===== src/rtl/ex_stage_if.sv =====
// ex_stage_if: ID-side instruction inputs and mem/IF-side results of the execute stage
interface ex_stage_if #(
    parameter int D_SIZE = 32,
    parameter int ADDR_LINE_MEM = 10,
    parameter int ADDR_LINE_REG = 5
);
    logic valid_in;
    logic [5:0] opcode;
    logic [D_SIZE-1:0] rs_val;
    logic [D_SIZE-1:0] rt_val;
    logic [15:0] imm;
    logic [ADDR_LINE_REG-1:0] rd_addr;
    logic [D_SIZE-1:0] pc_in;
    logic stall_out;
    logic mem_write;
    logic mem_read;
    logic mem_to_reg;
    logic [ADDR_LINE_MEM-1:0] addr_in;
    logic [ADDR_LINE_REG-1:0] addr_reg_in;
    logic [D_SIZE-1:0] write_data;
    logic branch_taken;
    logic [D_SIZE-1:0] branch_target;
    logic halt_out;
    modport master(
        output valid_in, opcode, rs_val, rt_val, imm, rd_addr, pc_in,
        input stall_out, mem_write, mem_read, mem_to_reg, addr_in, addr_reg_in,
        write_data, branch_taken, branch_target, halt_out
    );
    modport slave(
        input valid_in, opcode, rs_val, rt_val, imm, rd_addr, pc_in,
        output stall_out, mem_write, mem_read, mem_to_reg, addr_in, addr_reg_in,
        write_data, branch_taken, branch_target, halt_out
    );
endinterface


===== src/rtl/ex_stage.sv =====
// ex_stage: MIPS-lite execute stage; ALU, address generation, branch resolution, iterative multiplier
module ex_stage #(
    parameter int D_SIZE = 32,
    parameter int ADDR_LINE_MEM = 10,
    parameter int ADDR_LINE_REG = 5,
    parameter int MUL_STEP = 8
) (
    input logic clk,
    input logic reset,
    ex_stage_if.slave bus
);
    localparam int STEPS = D_SIZE / MUL_STEP;
    localparam int CW = $clog2(STEPS + 1);
    typedef enum logic [1:0] {IDLE, MUL_BUSY, HALTED} state_t;
    state_t state, state_d;
    logic [CW-1:0] cnt, cnt_d;
    logic [D_SIZE-1:0] acc, acc_d, ma, ma_d, mb, mb_d, acc_n;
    logic [ADDR_LINE_REG-1:0] mrd, mrd_d;
    logic [D_SIZE-1:0] sx, opb, res, wd_d, bt_d;
    logic [ADDR_LINE_MEM-1:0] ad_d;
    logic [ADDR_LINE_REG-1:0] ard_d;
    logic mw_d, mr_d, m2r_d, br_d, halt_d;
    logic v, is_mul, is_mem, is_br, taken;
    assign bus.stall_out = state == MUL_BUSY;
    always_comb begin
        sx = {{(D_SIZE-16){bus.imm[15]}}, bus.imm};
        v = bus.valid_in && bus.opcode <= 6'h11;
        is_mul = bus.opcode[5:1] == 5'h02;
        is_mem = bus.opcode[5:1] == 5'h06;
        is_br = bus.opcode >= 6'h0E && bus.opcode <= 6'h10;
        opb = (bus.opcode[0] || is_mem) ? sx : bus.rt_val;
        res = bus.opcode[4:1] == 4'h1 ? bus.rs_val - opb :
              bus.opcode[4:1] == 4'h3 ? bus.rs_val | opb :
              bus.opcode[4:1] == 4'h4 ? bus.rs_val & opb :
              bus.opcode[4:1] == 4'h5 ? bus.rs_val ^ opb : bus.rs_val + opb;
        taken = bus.opcode == 6'h10 ||
                (bus.opcode == 6'h0E ? bus.rs_val == '0 : bus.rs_val == bus.rt_val);
        // one MUL_STEP-bit slice of the multiplier per cycle; operands shift as slices retire
        acc_n = acc + ma * {{(D_SIZE-MUL_STEP){1'b0}}, mb[MUL_STEP-1:0]};
        state_d = state;
        cnt_d = cnt;
        acc_d = acc;
        ma_d = ma;
        mb_d = mb;
        mrd_d = mrd;
        mw_d = 1'b0;
        mr_d = 1'b0;
        m2r_d = 1'b0;
        br_d = 1'b0;
        wd_d = bus.write_data;
        ad_d = bus.addr_in;
        ard_d = bus.addr_reg_in;
        bt_d = bus.branch_target;
        halt_d = bus.halt_out;
        if (state == IDLE && v) begin
            if (is_mul) begin
                ma_d = bus.rs_val;
                mb_d = opb;
                mrd_d = bus.rd_addr;
                cnt_d = CW'(STEPS);
                acc_d = '0;
                state_d = MUL_BUSY;
            end else if (bus.opcode == 6'h11) begin
                state_d = HALTED;
                halt_d = 1'b1;
            end else if (is_br) begin
                br_d = taken;
                bt_d = !taken ? bus.branch_target :
                       bus.opcode == 6'h10 ? bus.rs_val : bus.pc_in + (sx << 2);
            end else begin
                wd_d = bus.opcode == 6'h0D ? bus.rt_val : res;
                ad_d = res[ADDR_LINE_MEM+1:2];
                ard_d = bus.rd_addr;
                mw_d = bus.opcode == 6'h0D;
                mr_d = bus.opcode == 6'h0C;
                m2r_d = bus.opcode != 6'h0D;
            end
        end else if (state == MUL_BUSY) begin
            acc_d = acc_n;
            ma_d = ma << MUL_STEP;
            mb_d = mb >> MUL_STEP;
            cnt_d = cnt - CW'(1);
            if (cnt == CW'(1)) begin
                wd_d = acc_n;
                ad_d = acc_n[ADDR_LINE_MEM+1:2];
                ard_d = mrd;
                m2r_d = 1'b1;
                state_d = IDLE;
            end
        end
    end
    always_ff @(posedge clk or negedge reset) begin
        if (!reset) begin
            state <= IDLE;
            cnt <= '0;
            acc <= '0;
            ma <= '0;
            mb <= '0;
            mrd <= '0;
            bus.mem_write <= 1'b0;
            bus.mem_read <= 1'b0;
            bus.mem_to_reg <= 1'b0;
            bus.branch_taken <= 1'b0;
            bus.write_data <= '0;
            bus.addr_in <= '0;
            bus.addr_reg_in <= '0;
            bus.branch_target <= '0;
            bus.halt_out <= 1'b0;
        end else begin
            state <= state_d;
            cnt <= cnt_d;
            acc <= acc_d;
            ma <= ma_d;
            mb <= mb_d;
            mrd <= mrd_d;
            bus.mem_write <= mw_d;
            bus.mem_read <= mr_d;
            bus.mem_to_reg <= m2r_d;
            bus.branch_taken <= br_d;
            bus.write_data <= wd_d;
            bus.addr_in <= ad_d;
            bus.addr_reg_in <= ard_d;
            bus.branch_target <= bt_d;
            bus.halt_out <= halt_d;
        end
    end
endmodule


===== src/flat_wrapper.sv =====
// flat-port wrapper written by rule: the top's interface ports become plain ports
module ex_stage_flat 
#(
    parameter int D_SIZE = 32,
    parameter int ADDR_LINE_MEM = 10,
    parameter int ADDR_LINE_REG = 5,
    parameter int MUL_STEP = 8
)
  (clk, reset, bus_valid_in, bus_opcode, bus_rs_val, bus_rt_val, bus_imm, bus_rd_addr, bus_pc_in, bus_stall_out, bus_mem_write, bus_mem_read, bus_mem_to_reg, bus_addr_in, bus_addr_reg_in, bus_write_data, bus_branch_taken, bus_branch_target, bus_halt_out);
  ex_stage_if #(.D_SIZE(D_SIZE), .ADDR_LINE_MEM(ADDR_LINE_MEM), .ADDR_LINE_REG(ADDR_LINE_REG)) bus_i ();
  input logic clk;
  input logic reset;
  input wire logic [$bits(bus_i.valid_in)-1:0] bus_valid_in;
  input wire logic [$bits(bus_i.opcode)-1:0] bus_opcode;
  input wire logic [$bits(bus_i.rs_val)-1:0] bus_rs_val;
  input wire logic [$bits(bus_i.rt_val)-1:0] bus_rt_val;
  input wire logic [$bits(bus_i.imm)-1:0] bus_imm;
  input wire logic [$bits(bus_i.rd_addr)-1:0] bus_rd_addr;
  input wire logic [$bits(bus_i.pc_in)-1:0] bus_pc_in;
  output wire logic [$bits(bus_i.stall_out)-1:0] bus_stall_out;
  output wire logic [$bits(bus_i.mem_write)-1:0] bus_mem_write;
  output wire logic [$bits(bus_i.mem_read)-1:0] bus_mem_read;
  output wire logic [$bits(bus_i.mem_to_reg)-1:0] bus_mem_to_reg;
  output wire logic [$bits(bus_i.addr_in)-1:0] bus_addr_in;
  output wire logic [$bits(bus_i.addr_reg_in)-1:0] bus_addr_reg_in;
  output wire logic [$bits(bus_i.write_data)-1:0] bus_write_data;
  output wire logic [$bits(bus_i.branch_taken)-1:0] bus_branch_taken;
  output wire logic [$bits(bus_i.branch_target)-1:0] bus_branch_target;
  output wire logic [$bits(bus_i.halt_out)-1:0] bus_halt_out;
  assign bus_i.valid_in = bus_valid_in;
  assign bus_i.opcode = bus_opcode;
  assign bus_i.rs_val = bus_rs_val;
  assign bus_i.rt_val = bus_rt_val;
  assign bus_i.imm = bus_imm;
  assign bus_i.rd_addr = bus_rd_addr;
  assign bus_i.pc_in = bus_pc_in;
  assign bus_stall_out = bus_i.stall_out;
  assign bus_mem_write = bus_i.mem_write;
  assign bus_mem_read = bus_i.mem_read;
  assign bus_mem_to_reg = bus_i.mem_to_reg;
  assign bus_addr_in = bus_i.addr_in;
  assign bus_addr_reg_in = bus_i.addr_reg_in;
  assign bus_write_data = bus_i.write_data;
  assign bus_branch_taken = bus_i.branch_taken;
  assign bus_branch_target = bus_i.branch_target;
  assign bus_halt_out = bus_i.halt_out;
  ex_stage #(.D_SIZE(D_SIZE), .ADDR_LINE_MEM(ADDR_LINE_MEM), .ADDR_LINE_REG(ADDR_LINE_REG), .MUL_STEP(MUL_STEP)) u_core (.clk(clk), .reset(reset), .bus(bus_i));
endmodule

===== config.mk =====
export PLATFORM = sky130hd
export DESIGN_NAME = ex_stage_flat
export DESIGN_NICKNAME = d
export VERILOG_FILES = /design/src/rtl/ex_stage_if.sv /design/src/rtl/ex_stage.sv /design/src/flat_wrapper.sv
export SDC_FILE = /design/constraint.sdc
export NUM_CORES = 1
export LEC_CHECK = 0
export ABC_CLOCK_PERIOD_IN_PS = 6800
export CORE_MARGIN = 5
export CORE_UTILIZATION = 55
export DETAILED_ROUTE_END_ITERATION = 7
export PLACE_DENSITY = 0.8
export SLEW_MARGIN = 30
export SYNTH_ARGS = -nofsm -noshare
export SYNTH_HDL_FRONTEND = slang
export SYNTH_SLANG_ARGS = --single-unit

===== constraint.sdc =====
create_clock -name clk -period 6.8 [get_ports clk]
set_input_delay 1.02 -clock clk [delete_from_list [all_inputs] [get_ports clk]]
set_output_delay 1.02 -clock clk [all_outputs]
set_load 0.1 [all_outputs]

# Word level (Yosys, flattened, before mapping)
# Cells that the tools add are included.
# op_classes
add_sub_neg	5
mul	1
magnitude_cmp	3
n_eq_ne	20
mux	61
n_bitwise	5
n_reduce_logical	15
# ops
cell	count
32-bit 2-to-1 mux	22
32-bit adder	3
10-bit 2-to-1 mux	6
32-bit bitwise AND	1
32-bit == test	1
32-bit logical NOT	1
32-bit by 8-bit multiplier with 32-bit output	1
32-bit bitwise OR	1
32-bit subtractor	1
32-bit bitwise XOR	1
5-bit 2-to-1 mux	6
1-bit 2-to-1 mux	19
6-bit by 4-bit == test with 1-bit output (second input constant)	3
6-bit by 5-bit == test with 1-bit output (second input constant)	2
6-bit by 5-bit <= comparator with 1-bit output (second input constant)	2
2-bit 2-to-1 mux	5
5-bit AND reduction	2
3-bit 2-to-1 mux	3
4-bit by 3-bit == test with 1-bit output (second input constant)	2
6-bit by 4-bit >= comparator with 1-bit output (second input constant)	1
2-bit inequality test (second input constant)	3
6-bit by 4-bit inequality test with 1-bit output (second input constant)	1
3-bit AND reduction	2
5-bit by 2-bit == test with 1-bit output (second input constant)	1
other kinds (14)	20
# totals
reg_bits	190
in_bits	126
output_inout_bits	85
word_cells	125

# Depth between registers and ports, before layout
# depth
word_depth	13
ltp_mapped	23
ltp_nobuf	22

# Worst setup path after synthesis
# No wires, ideal clock.
# synth_timing
path_kind	in2reg
start	input port bus_opcode[4]
end	register u_core.bus.write_data[10] in the netlist's numbering
setup_ns	0.088
t_arrival_ns	5.479
t_required_ns	6.712
slack_ns	1.232
stages	20
path_buffers	2
cell_sequence	clkbuf_1 -> nor2_1 -> nor4bb_1 -> nor2_1 -> clkbuf_1 -> mux2i_1 -> inv_1 -> ha_1 -> fa_1 -> a21o_1 -> a21o_2 -> a2111oi_2 -> o31ai_1 -> a21oi_1 -> nor2b_1 -> o21ai_1 -> a21oi_1 -> a2111oi_1 -> o21ai_0 -> a41oi_1
# synth_between
elab_chain_len	13
elab_cells_between_ends	36
classes_between	2 x add/sub; 3 x order compare; 11 x eq/ne; 10 x mux; 3 x bitwise; 7 x reduce/logical
# synth_lines
element	line	source
start, declared	flat_wrapper.sv:14	input wire logic [$bits(bus_i.opcode)-1:0] bus_opcode;
5-bit by 3-bit == test with 1-bit output	ex_stage.sv:29	is_mem = bus.opcode[5:1] == 5'h06;
1-bit logical OR	ex_stage.sv:31	opb = (bus.opcode[0] || is_mem) ? sx : bus.rt_val;
32-bit 2-to-1 mux	ex_stage.sv:31	
32-bit adder or 32-bit bitwise XOR (tied branches)	ex_stage.sv:35	bus.opcode[4:1] == 4'h5 ? bus.rs_val ^ opb : bus.rs_val + opb;
32-bit 2-to-1 mux	ex_stage.sv:35	
32-bit 2-to-1 mux	ex_stage.sv:34	bus.opcode[4:1] == 4'h4 ? bus.rs_val & opb :
32-bit 2-to-1 mux	ex_stage.sv:33	bus.opcode[4:1] == 4'h3 ? bus.rs_val | opb :
32-bit 2-to-1 mux	ex_stage.sv:32	res = bus.opcode[4:1] == 4'h1 ? bus.rs_val - opb :
32-bit 2-to-1 mux	ex_stage.sv:71	wd_d = bus.opcode == 6'h0D ? bus.rt_val : res;
32-bit 2-to-1 mux	ex_stage.sv:66	end else if (is_br) begin
32-bit 2-to-1 mux	ex_stage.sv:63	end else if (bus.opcode == 6'h11) begin
32-bit 2-to-1 mux	ex_stage.sv:56	if (is_mul) begin
32-bit 2-to-1 mux	ex_stage.sv:55	if (state == IDLE && v) begin
end signal, assigned	ex_stage.sv:120	bus.write_data <= wd_d;
end, declared	ex_stage_if.sv:32	write_data, branch_taken, branch_target, halt_out
# Parallel ways exist; a longest one is shown, timed or not. The select of a mux whose other input is x is not followed.
# A chain may end at the register's enable or synchronous reset.

# Worst setup path in the final report
# layout_timing
start	register u_core.mb[2]
end	register u_core.bus.write_data[31] in the netlist's numbering
# layout_between
elab_chain_len	5
# layout_lines
element	line	source
start, declared	ex_stage.sv:17	logic [D_SIZE-1:0] acc, acc_d, ma, ma_d, mb, mb_d, acc_n;
start signal, assigned	ex_stage.sv:114	mb <= mb_d;
32-bit by 8-bit multiplier with 32-bit output	ex_stage.sv:39	acc_n = acc + ma * {{(D_SIZE-MUL_STEP){1'b0}}, mb[MUL_STEP-1:0]};
32-bit adder	ex_stage.sv:39	
32-bit 2-to-1 mux	ex_stage.sv:83	if (cnt == CW'(1)) begin
32-bit 2-to-1 mux	ex_stage.sv:78	end else if (state == MUL_BUSY) begin
32-bit 2-to-1 mux	ex_stage.sv:55	
# No other way between the ends. The select of a mux whose other input is x is not followed.

==> out/metrics.csv <==
stage,metric,value,unit
clock_tree,cts_sinks,190,
global_routing,antenna_found_initial,1,
global_routing,track_usage,0.355,
global_routing,overflow,0,
clock_tree,numCtsBuffers,17,
drt,vias,21900,
final_layout,fin_nets,3476,
synthesis,synthFlopType,dfrtp_1,
floorplan,fp-row-count,74,
sta,maxSlewHeadroom,0.306,
drt,wirelength,82900,um
placed_design,hpwl,64200,um
global_routing,met3_usage,0.0793,
floorplan,core_area,41000,um2
synthesis,synthTopCellsByCount,"inv_1 (352), nand2_1 (347), a21oi_1 (217)",
global_routing,top_usage_layer,met2,
power,ir_worst_vdd,0.398,mV
worst_setup_path,arrival,6.70,ns
synthesis,synth_seq_area_share,0.207,
worst_setup_path,cp-end-kind,flip-flop,
global_routing,grt_pass1_wl,128000,um
synthesis,synth_most_common_cell,inv_1,
floorplan,pin_count,211,
power,pwr_density_cell,287,nW/um2
synthesis,ys_warn_count,0,
sta,rsz0062_at_grt,false,
placed_design,placed_area,25500,um2
sta,worst_slew_pin_slew,1.04,ns
power,seq_power_share,0.249,
worst_setup_path,criticalPathCategory,flip-flop to flip-flop,
global_routing,use_met2,0.556,
final_layout,syn2layout_area_growth,14.1,%
synthesis,synth_top_area_share,0.207,
clock_tree,clk-insertion-delay-late,0.49,ns
global_routing,grt_pass1_vias,22100,
synthesis,async_reset_ff_frac,1.00,
synthesis,ys_ff_latch,190,
global_routing,grt_max_degree,105,
drt,dr.pass1.iters,8,
outcome,outcome,completed,
flow_run,maxCapViolCount,0,
placed_design,port_buffers,210,
worst_setup_path,worstPathRequired,7.18,ns
placed_design,dp_slack,0.581,ns
final_layout,design_area,26200,um2
synthesis,postSynthCellCount,2881,
drt,drc,0,
worst_setup_path,crit_chain,"and2_1, fa_1, fa_1, fa_1, inv_1, fa_1, inv_1, ha_1, a21oi_1, o21ai_1, or4_1, o21bai_1, a31oi_1, nand4_1, a31o_2, o21ai_1, xnor2_1, nor2_1, o32a_1",
worst_setup_path,crit_top_cell,fa_1,
clock_tree,clockBufferDepth,2,
floorplan,die_w,214,um
drt,routedWlPerCell,23.4,um
worst_setup_path,cpPeakStageDelay,1.02,ns
synthesis,synthesis.area,22900,um2
worst_setup_path,crit_slowest_cell,dfrtp_1,
worst_setup_path,cp_max_fo,31,
power,switchingPower,0.00416,W
synthesis,syn_nets,3363,
clock_tree,h-tree-depth,4,
sta,worst_slack,0.478,ns
final_layout,layout-drive-gt1-share,0.0396,
synthesis,synth-edff-count,0,
floorplan,design.die.area,45900,um2
worst_setup_path,startpoint_type,flip-flop,
power,p_leak,12.4,nW
global_routing,grt_use_met1,0.489,
drt,routed_via_density,6.19,
synthesis,syn_area_per_cell,7.96,um2
sta,period_minus_slack,6.32,ns
drt,postRouteAntennaNets,0,
clock_tree,cts_root_buffer,clkbuf_16,
sta,fin_skew,0.0146,ns
min_path,hold_path.class,flip-flop to flip-flop,
sta,max_freq,0.158,GHz
clock_tree,cts_tree,yes,
sta,finalSetupViolCount,0,
clock_tree,path_clk_slew,0.09,ns
clock_tree,postCtsSetupBuffers,0,
power,p_clk_frac,0.151,
sta,fin_crit_sh,0.930,
sta,hold_viol,0,
sta,setup_tns,0,ns
synthesis,yosys-top-cells-area,"dfrtp_1 (21%), fa_1 (17%), ha_1 (9.1%)",
clock_tree,hold_buffers,0,
synthesis,ys_types,76,
floorplan,initial_core_util,0.559,
power,combPwrFrac,0.600,
sta,drv_slew,0,
floorplan,fp.dieH,214,um
drt,first_iter_violations,2539,
synthesis,synth_area_leader_cell,dfrtp_1,
clock_tree,post_cts_resized,0,
placed_design,gp_congestion,1.03,
power,internal_power,0.00334,W
power,netSwitchingFraction,0.554,
[worst max-delay path: cells and delay by family, from the launching register on]
family	cells	cell delay, ns
buf+inv	2	0.09
flops	1	1.02
fa+ha+maj	5	2.26
xor+xnor	1	0.25
compound gates	7	1.57
simple gates	4	1.01
[layout make-up]
type / instances / area, um2
timing repair buffer: 267 / 2500
tap: 532 / 666
multi-input combinational: 2163 / 16200
clock buffer: 17 / 425
inverter: 355 / 1330
sequential: 190 / 4750
fill: 3547 / 14900
antenna: 1 / 2.50
clock inverter: 15 / 230
[layer usage]
metal  share of wire  up-vias
met2            0.45     1191
li1                -     9813
met5               0        -
met4           0.041        0
met1            0.41    10700
met3            0.10      224
[power by group through the flow]
| stage | Combinational [W] | Clock (W) | Sequential (W) |
|---|---|---|---|
| after floorplan | 0.00228 | 0 | 0.00263 |
| after global placement | 0.00436 | 0 | 0.00185 |
| after detailed placement | 0.00443 | 0 | 0.00187 |
| after CTS | 0.00446 | 0.00114 | 0.00185 |
| after global routing | 0.00486 | 0.00119 | 0.00190 |
| final | 0.00450 | 0.00113 | 0.00186 |
[final timing paths]
kind / start / endpoint / slack, ns / cells past startpoint
max: u_core.mb[2]$_DFFE_PN0P_ / u_core.bus.write_data[31]$_DFFE_PN0P_ / 0.48 / 19
min: u_core.acc[22]$_DFFE_PN0P_ / u_core.acc[22]$_DFFE_PN0P_ / 0.48 / 2
max reg2reg: u_core.mb[2]$_DFFE_PN0P_ / u_core.bus.write_data[31]$_DFFE_PN0P_ / 0.48 / 19
min reg2reg: u_core.acc[22]$_DFFE_PN0P_ / u_core.acc[22]$_DFFE_PN0P_ / 0.48 / 2
max in group asynchronous: reset / u_core.ma[18]$_DFFE_PN0P_ / 5.06 / 2
min in group asynchronous: reset / u_core.bus.branch_target[1]$_DFFE_PN0P_ / 0.59 / 1
[cells by family after synthesis]
logic type | Yosys count | synth area share
xor+xnor | 119 | 0.0455
buf+inv | 528 | 0.0869
compound gates | 745 | 0.200
fa+ha+maj | 356 | 0.256
flops | 190 | 0.207
simple gates | 892 | 0.181
mux | 51 | 0.0223
[cell usage in the layout (no fill, tap or decap), types with 45 or more instances in the layout]
cell	count
a21o_1	52
a21oi_1	217
and2_1	147
buf_4	57
clkdlybuf4s50_1	203
dfrtp_1	190
fa_1	189
ha_1	167
inv_1	352
mux2i_1	50
nand2_1	345
nand3_1	53
nor2_1	190
o21ai_0	197
xnor2_1	74
xor2_1	45
[through the flow]
stage,instances,total power (W),hold WS (ns),util
final,3540,0.00750,0.485,0.638
after global routing,3540,0.00794,0.500,0.638
after CTS,3539,0.00745,0.483,0.637
after detailed placement,3507,0.00630,0.462,0.621
after global placement,3507,0.00621,0.458,0.622
after floorplan,2881,0.00491,0.446,-
No activity file was read; power rests on OpenSTA's default activity.
